File: src/rtl/serial_pkg.sv
// Shared definitions for the serial word assembler.
//   out_state_t   : state of the one-word output holding register
//   DEFAULT_WIDTH : default number of bits per assembled word
package serial_pkg;

  localparam int DEFAULT_WIDTH = 8;

  typedef enum logic {
    OUT_EMPTY = 1'b0,
    OUT_FULL  = 1'b1
  } out_state_t;

endpackage

File: src/rtl/serial_shift_reg.sv
// Shift register plus bit counter for the serial word assembler.
// Ports:
//   clk, rest  : clock, asynchronous active-low reset
//   bit_in     : serial data bit, sampled when bit_valid is high
//   bit_valid  : qualifies bit_in on this edge
//   clr        : synchronous clear of shift register and counter
//   word       : complete word including the current bit (valid with done)
//   done       : high during the cycle whose edge accepts the WIDTH-th bit
//   bit_count  : bits collected in the current partial word
module serial_shift_reg #(
  parameter int WIDTH     = 8,
  parameter bit MSB_FIRST = 1'b1
) (
  input  logic                     clk,
  input  logic                     rest,
  input  logic                     bit_in,
  input  logic                     bit_valid,
  input  logic                     clr,
  output logic [WIDTH-1:0]         word,
  output logic                     done,
  output logic [$clog2(WIDTH)-1:0] bit_count
);

  localparam int CW = $clog2(WIDTH);

  logic [WIDTH-1:0] sr_q;
  logic [WIDTH-1:0] sr_next;
  logic [CW-1:0]    count_q;
  logic             last_bit;

  // MSB_FIRST shifts toward the MSB so the first bit ends in word[WIDTH-1];
  // otherwise shift toward the LSB so the first bit ends in word[0].
  always_comb begin
    sr_next = sr_q;
    if (MSB_FIRST) begin
      sr_next = {sr_q[WIDTH-2:0], bit_in};
    end else begin
      sr_next = {bit_in, sr_q[WIDTH-1:1]};
    end
  end

  assign last_bit  = (count_q == CW'(WIDTH - 1));
  // Completion is suppressed by clr: a bit on a clearing edge is ignored.
  assign done      = bit_valid && last_bit && !clr;
  assign word      = sr_next;
  assign bit_count = count_q;

  always_ff @(posedge clk or negedge rest) begin
    if (!rest) begin
      sr_q    <= '0;
      count_q <= '0;
    end else if (clr) begin
      sr_q    <= '0;
      count_q <= '0;
    end else if (bit_valid) begin
      sr_q    <= sr_next;
      count_q <= last_bit ? '0 : count_q + CW'(1);
    end
  end

endmodule

File: src/rtl/serial_word_assembler.sv
// Collects a registered serial bit stream into WIDTH-bit words and presents
// them through a one-word holding register.
// Ports:
//   clk, rest   : clock, asynchronous active-low reset
//   bit_in      : serial data bit
//   bit_valid   : bit_in is sampled on this edge when high
//   clr         : synchronous clear of assembly state, output state, overflow
//   data_out    : assembled word held in the output register
//   data_valid  : data_out holds an unconsumed word
//   data_ready  : downstream accepts data_out
//   bit_count   : bits collected in the current partial word
//   overflow    : sticky, a completed word was dropped
//   fsm_state   : current output FSM state (debug)
//
// Handshake: a word transfers on a rising edge where data_valid and
// data_ready are both high; data_out is stable while data_valid is high and
// data_ready is low. A word completing while the register is full and not
// being drained is discarded and sets overflow.
module serial_word_assembler
  import serial_pkg::*;
#(
  parameter int WIDTH     = DEFAULT_WIDTH,
  parameter bit MSB_FIRST = 1'b1
) (
  input  logic                     clk,
  input  logic                     rest,
  input  logic                     bit_in,
  input  logic                     bit_valid,
  input  logic                     clr,
  output logic [WIDTH-1:0]         data_out,
  output logic                     data_valid,
  input  logic                     data_ready,
  output logic [$clog2(WIDTH)-1:0] bit_count,
  output logic                     overflow,
  output out_state_t               fsm_state
);

  logic [WIDTH-1:0] word;
  logic             done;

  out_state_t       state_q;
  out_state_t       state_next;
  logic             load_word;
  logic             set_overflow;
  logic [WIDTH-1:0] data_q;
  logic             overflow_q;

  serial_shift_reg #(
    .WIDTH     (WIDTH),
    .MSB_FIRST (MSB_FIRST)
  ) u_shift (
    .clk       (clk),
    .rest      (rest),
    .bit_in    (bit_in),
    .bit_valid (bit_valid),
    .clr       (clr),
    .word      (word),
    .done      (done),
    .bit_count (bit_count)
  );

  always_comb begin
    state_next   = state_q;
    load_word    = 1'b0;
    set_overflow = 1'b0;
    case (state_q)
      OUT_EMPTY: begin
        if (done) begin
          state_next = OUT_FULL;
          load_word  = 1'b1;
        end
      end
      OUT_FULL: begin
        if (data_ready) begin
          // Draining and refilling on the same edge keeps the FSM full.
          if (done) begin
            load_word = 1'b1;
          end else begin
            state_next = OUT_EMPTY;
          end
        end else if (done) begin
          set_overflow = 1'b1;
        end
      end
      default: state_next = OUT_EMPTY;
    endcase
  end

  always_ff @(posedge clk or negedge rest) begin
    if (!rest) begin
      state_q    <= OUT_EMPTY;
      data_q     <= '0;
      overflow_q <= 1'b0;
    end else if (clr) begin
      // data_q is deliberately kept: only validity is cleared.
      state_q    <= OUT_EMPTY;
      overflow_q <= 1'b0;
    end else begin
      state_q <= state_next;
      if (load_word) begin
        data_q <= word;
      end
      if (set_overflow) begin
        overflow_q <= 1'b1;
      end
    end
  end

  assign data_out   = data_q;
  assign data_valid = (state_q == OUT_FULL);
  assign overflow   = overflow_q;
  assign fsm_state  = state_q;

endmodule

File: config.mk
export PLATFORM = sky130hd
export DESIGN_NAME = serial_word_assembler
export DESIGN_NICKNAME = d
export VERILOG_FILES = /design/src/rtl/serial_pkg.sv /design/src/rtl/serial_shift_reg.sv /design/src/rtl/serial_word_assembler.sv
export SDC_FILE = /design/constraint.sdc
export NUM_CORES = 1
export LEC_CHECK = 0
export BUFFER_PORTS_ARGS = -buffer_cell sky130_fd_sc_hd__clkbuf_2
export CORE_MARGIN = 2
export CORE_UTILIZATION = 31
export CTS_BUF_LIST = sky130_fd_sc_hd__clkbuf_2 sky130_fd_sc_hd__clkbuf_4 sky130_fd_sc_hd__clkbuf_8
export DETAILED_ROUTE_END_ITERATION = 10
export PLACE_DENSITY = 0.62
export REMOVE_ABC_BUFFERS = 1
export SYNTH_ARGS = -nofsm -noshare
export SYNTH_HDL_FRONTEND = slang
export SYNTH_SLANG_ARGS = --single-unit
File: constraint.sdc
create_clock -name clk -period 1.5 [get_ports clk]
set_clock_uncertainty 0.05 [all_clocks]
set_input_delay 0.075 -clock clk [delete_from_list [all_inputs] [get_ports clk]]
set_output_delay 0.075 -clock clk [all_outputs]
set_load 0.02 [all_outputs]
==> results.cfg <==
[run_status]
status = complete, but fails checks
violations = setup timing

[floorplanning]
fp.coreArea_um2 = 2500
die_y_um = 55.6
ios = 20
start_util_pct = 33.0
die_x_um = 55.6
die-area_um2 = 3090
rows = 18

[detailed_routing]
ant_nets = 0
vias = 559
viasPerCell = 4.62
drtIter0Drc = 0
drcViolationCount = 0
wirelength_mm = 1.57
drt-pass1-iter-count = 1
post_drt_wl_per_cell_um = 13.0

[synth]
synth_xor_area_share_pct = 0
yosys.area_share.adder_pct = 3.03
ys_ff_latch = 20
syn_avg_cell_area_um2 = 13.3
synth_simple_gate_area_share_pct = 9.09
synth_cells = 62
synth_area_um2 = 826
muxShareOfSynthArea_pct = 23.0
ys_types = 13
synth_top_family_by_area = multiplexers
synth-compound-area-share_pct = 1.36
yosysWarnings = 0
synth_seq_area_share_pct = 60.6

[worst_setup_path]
cp-start-kind = flop
crit_fanout = 8
worstSetupEndpointType = flop
critical_path_required_ps = 1660
crit_chain = ha_2 > ha_4 > nand2_4 > nor3_4 > buf_12 > mux2_2
critPathSlowestCell = dfrtp_1
arrival_ps = 1680
max_stage_delay_ps = 370
rr_worst_depth = 6
path_depth = 6
critical_path_class = reg -> reg
critical_path.top_delay_family = flip-flops
critical_path_buf_inv_count = 1

[timing]
setup_viol = 6
hold_viol = 0
rsz0062_at_grt = true
slew_headroom_pct = 67.1
worst_slew_pin_slew_ps = 493
timing.final.crit_share_pct = 102
finalMaxSlewViolations = 0
setup_slack_ps = -25.5
period_minus_slack_ps = 1530
max_freq_mhz = 656

[place]
place_area_um2 = 992
dp_hpwl_mm = 1.07
numPortBuffers = 19
post-place-ws_ps = -115
gp_congestion = 0.709
placed_cells = 113

[cts]
clock_latency_ps = 310
cts.sinks = 20
cts_tree = done
clk_pin_slew_ps = 120
clk_path_buf_depth = 2
h-tree-depth = 1
root_buffer = clkbuf_4
cts_buffers = 3

[finish]
antennaDiodeCount = 0
final_cells = 121
final_cell_mix = 20 x dfrtp_1, 19 x clkbuf_2, 13 x nor2_1, 10 x mux2i_1, 7 x buf_4
syn_to_final_growth_pct = 34.8
nNetsFinal = 100
final_common_cell = dfrtp_1
stdcell_area_um2 = 1110
utilization_pct = 44.5
drive_gt1_share_pct = 47.3

[pwr]
internal_power_mw = 0.852
seq_power_share_pct = 51.4
power.density_nw_per_um2 = 966
ir_drop_mv = 0.766
p_sw_share_pct = 20.8
combPwrFrac_pct = 7.5
power_frac_clock_pct = 41.1
p_leak_nw = 0.598
p_sw_mw = 0.224

[min_path]
hp-class = in -> reg
hold_depth = 4

[global_routing]
grt_use_total_pct = 11.5
overflow = 0
grt_start_max_net_pins = 21
antenna_found_initial = 0
grt_pass1_vias = 564
grt_first_pass_wirelength_mm = 2.75

[job]
drv_cap = 0
[per-stage QoR]
stage	total power, mW	hold WS (ps)	TNS, ps
after global placement	0.637	3.62	-499
after detailed placement	0.639	23.3	-813
final	1.08	89.6	-92.1
after CTS	1.09	63.1	-217
after floorplan	0.588	-271	-1810
after global routing	1.13	113	-635
[final timing paths]
kind	from	end	slack, ps
worst max-delay path	u_shift.bit_count[0]	data_out[3]	-30
worst min-delay path	data_ready	data_valid	90
worst max register to register	u_shift.bit_count[0]	data_out[3]	-30
worst min register to register	data_out[7]	data_out[7]	470
max in group asynchronous	rest	u_shift.bit_count[2]	860
min in group asynchronous	rest	u_shift.sr_q[4]	190
[worst reg2reg max path: stages (launching register included)]
cell and delay, ps:
dfrtp_1 370, ha_2 190, ha_4 140, nand2_4 50, nor3_4 140, buf_12 150, mux2_2 330
[routing by layer]
layer	routed length (um)	up-vias	GRT usage, %
met3	84	2	4.42
met1	739	270	15.2
met5	0	-	0
met4	19	0	4.18
met2	731	19	17.0
li1	-	268	-
[flip-flops by register name, summed over array words and instances (netlist names)]
signal             cells
u_shift.sr_q           7
overflow               1
data_valid             1
u_shift.bit_count      3
data_out               8
[synthesized netlist by cell type, drive strengths merged]
cell type,count,area (um2)
a21oi,1,5.00
a31oi,1,6.26
buf,3,20.0
clkbuf,1,3.75
dfrtp,20,500
ha,2,25.0
mux2,8,90.1
mux2i,10,100
nand2,1,3.75
nor2,13,48.8
nor2b,1,6.26
nor3,1,16.3
[cells by family (layout without fill, tap and decap cells)]
| group | count (synthesis) | in the layout |
|---|---|---|
| AOI/OAI and AO/OA | 2 | 2 |
| adders and majority gates | 2 | 2 |
| buffers and inverters | 4 | 33 |
| DFF | 20 | 20 |
| muxes | 18 | 18 |
| and+or+nand+nor | 16 | 16 |
[area by class of cell]
cell class                      instances  area [um2]
Clock buffer                            3        22.5
Timing Repair Buffer                   29         188
Clock inverter                          1        30.0
Tap cell                               30        37.5
Sequential cell                        20         500
Fill cell                             243        1390
Multi-Input combinational cell         38         335
[power by group through the flow]
stage                     Clock [mW]  Sequential [mW]  Combinational (mW)
after floorplan                    0            0.570              0.0188
after global placement             0            0.562              0.0750
after detailed placement           0            0.563              0.0766
after CTS                      0.457            0.553              0.0822
after global routing           0.485            0.554              0.0893
final                          0.442            0.553              0.0805
[what timing repair did]
item | in CTS | in global routing
hold buffers | 2 | 0
setup endpoints to repair | 8 | 8
endpoints found under the hold margin | 22 | 0
gates resized for setup | 4 | 4
setup buffers | 1 | 1
Note: power is estimated with default switching activity, not from simulation.
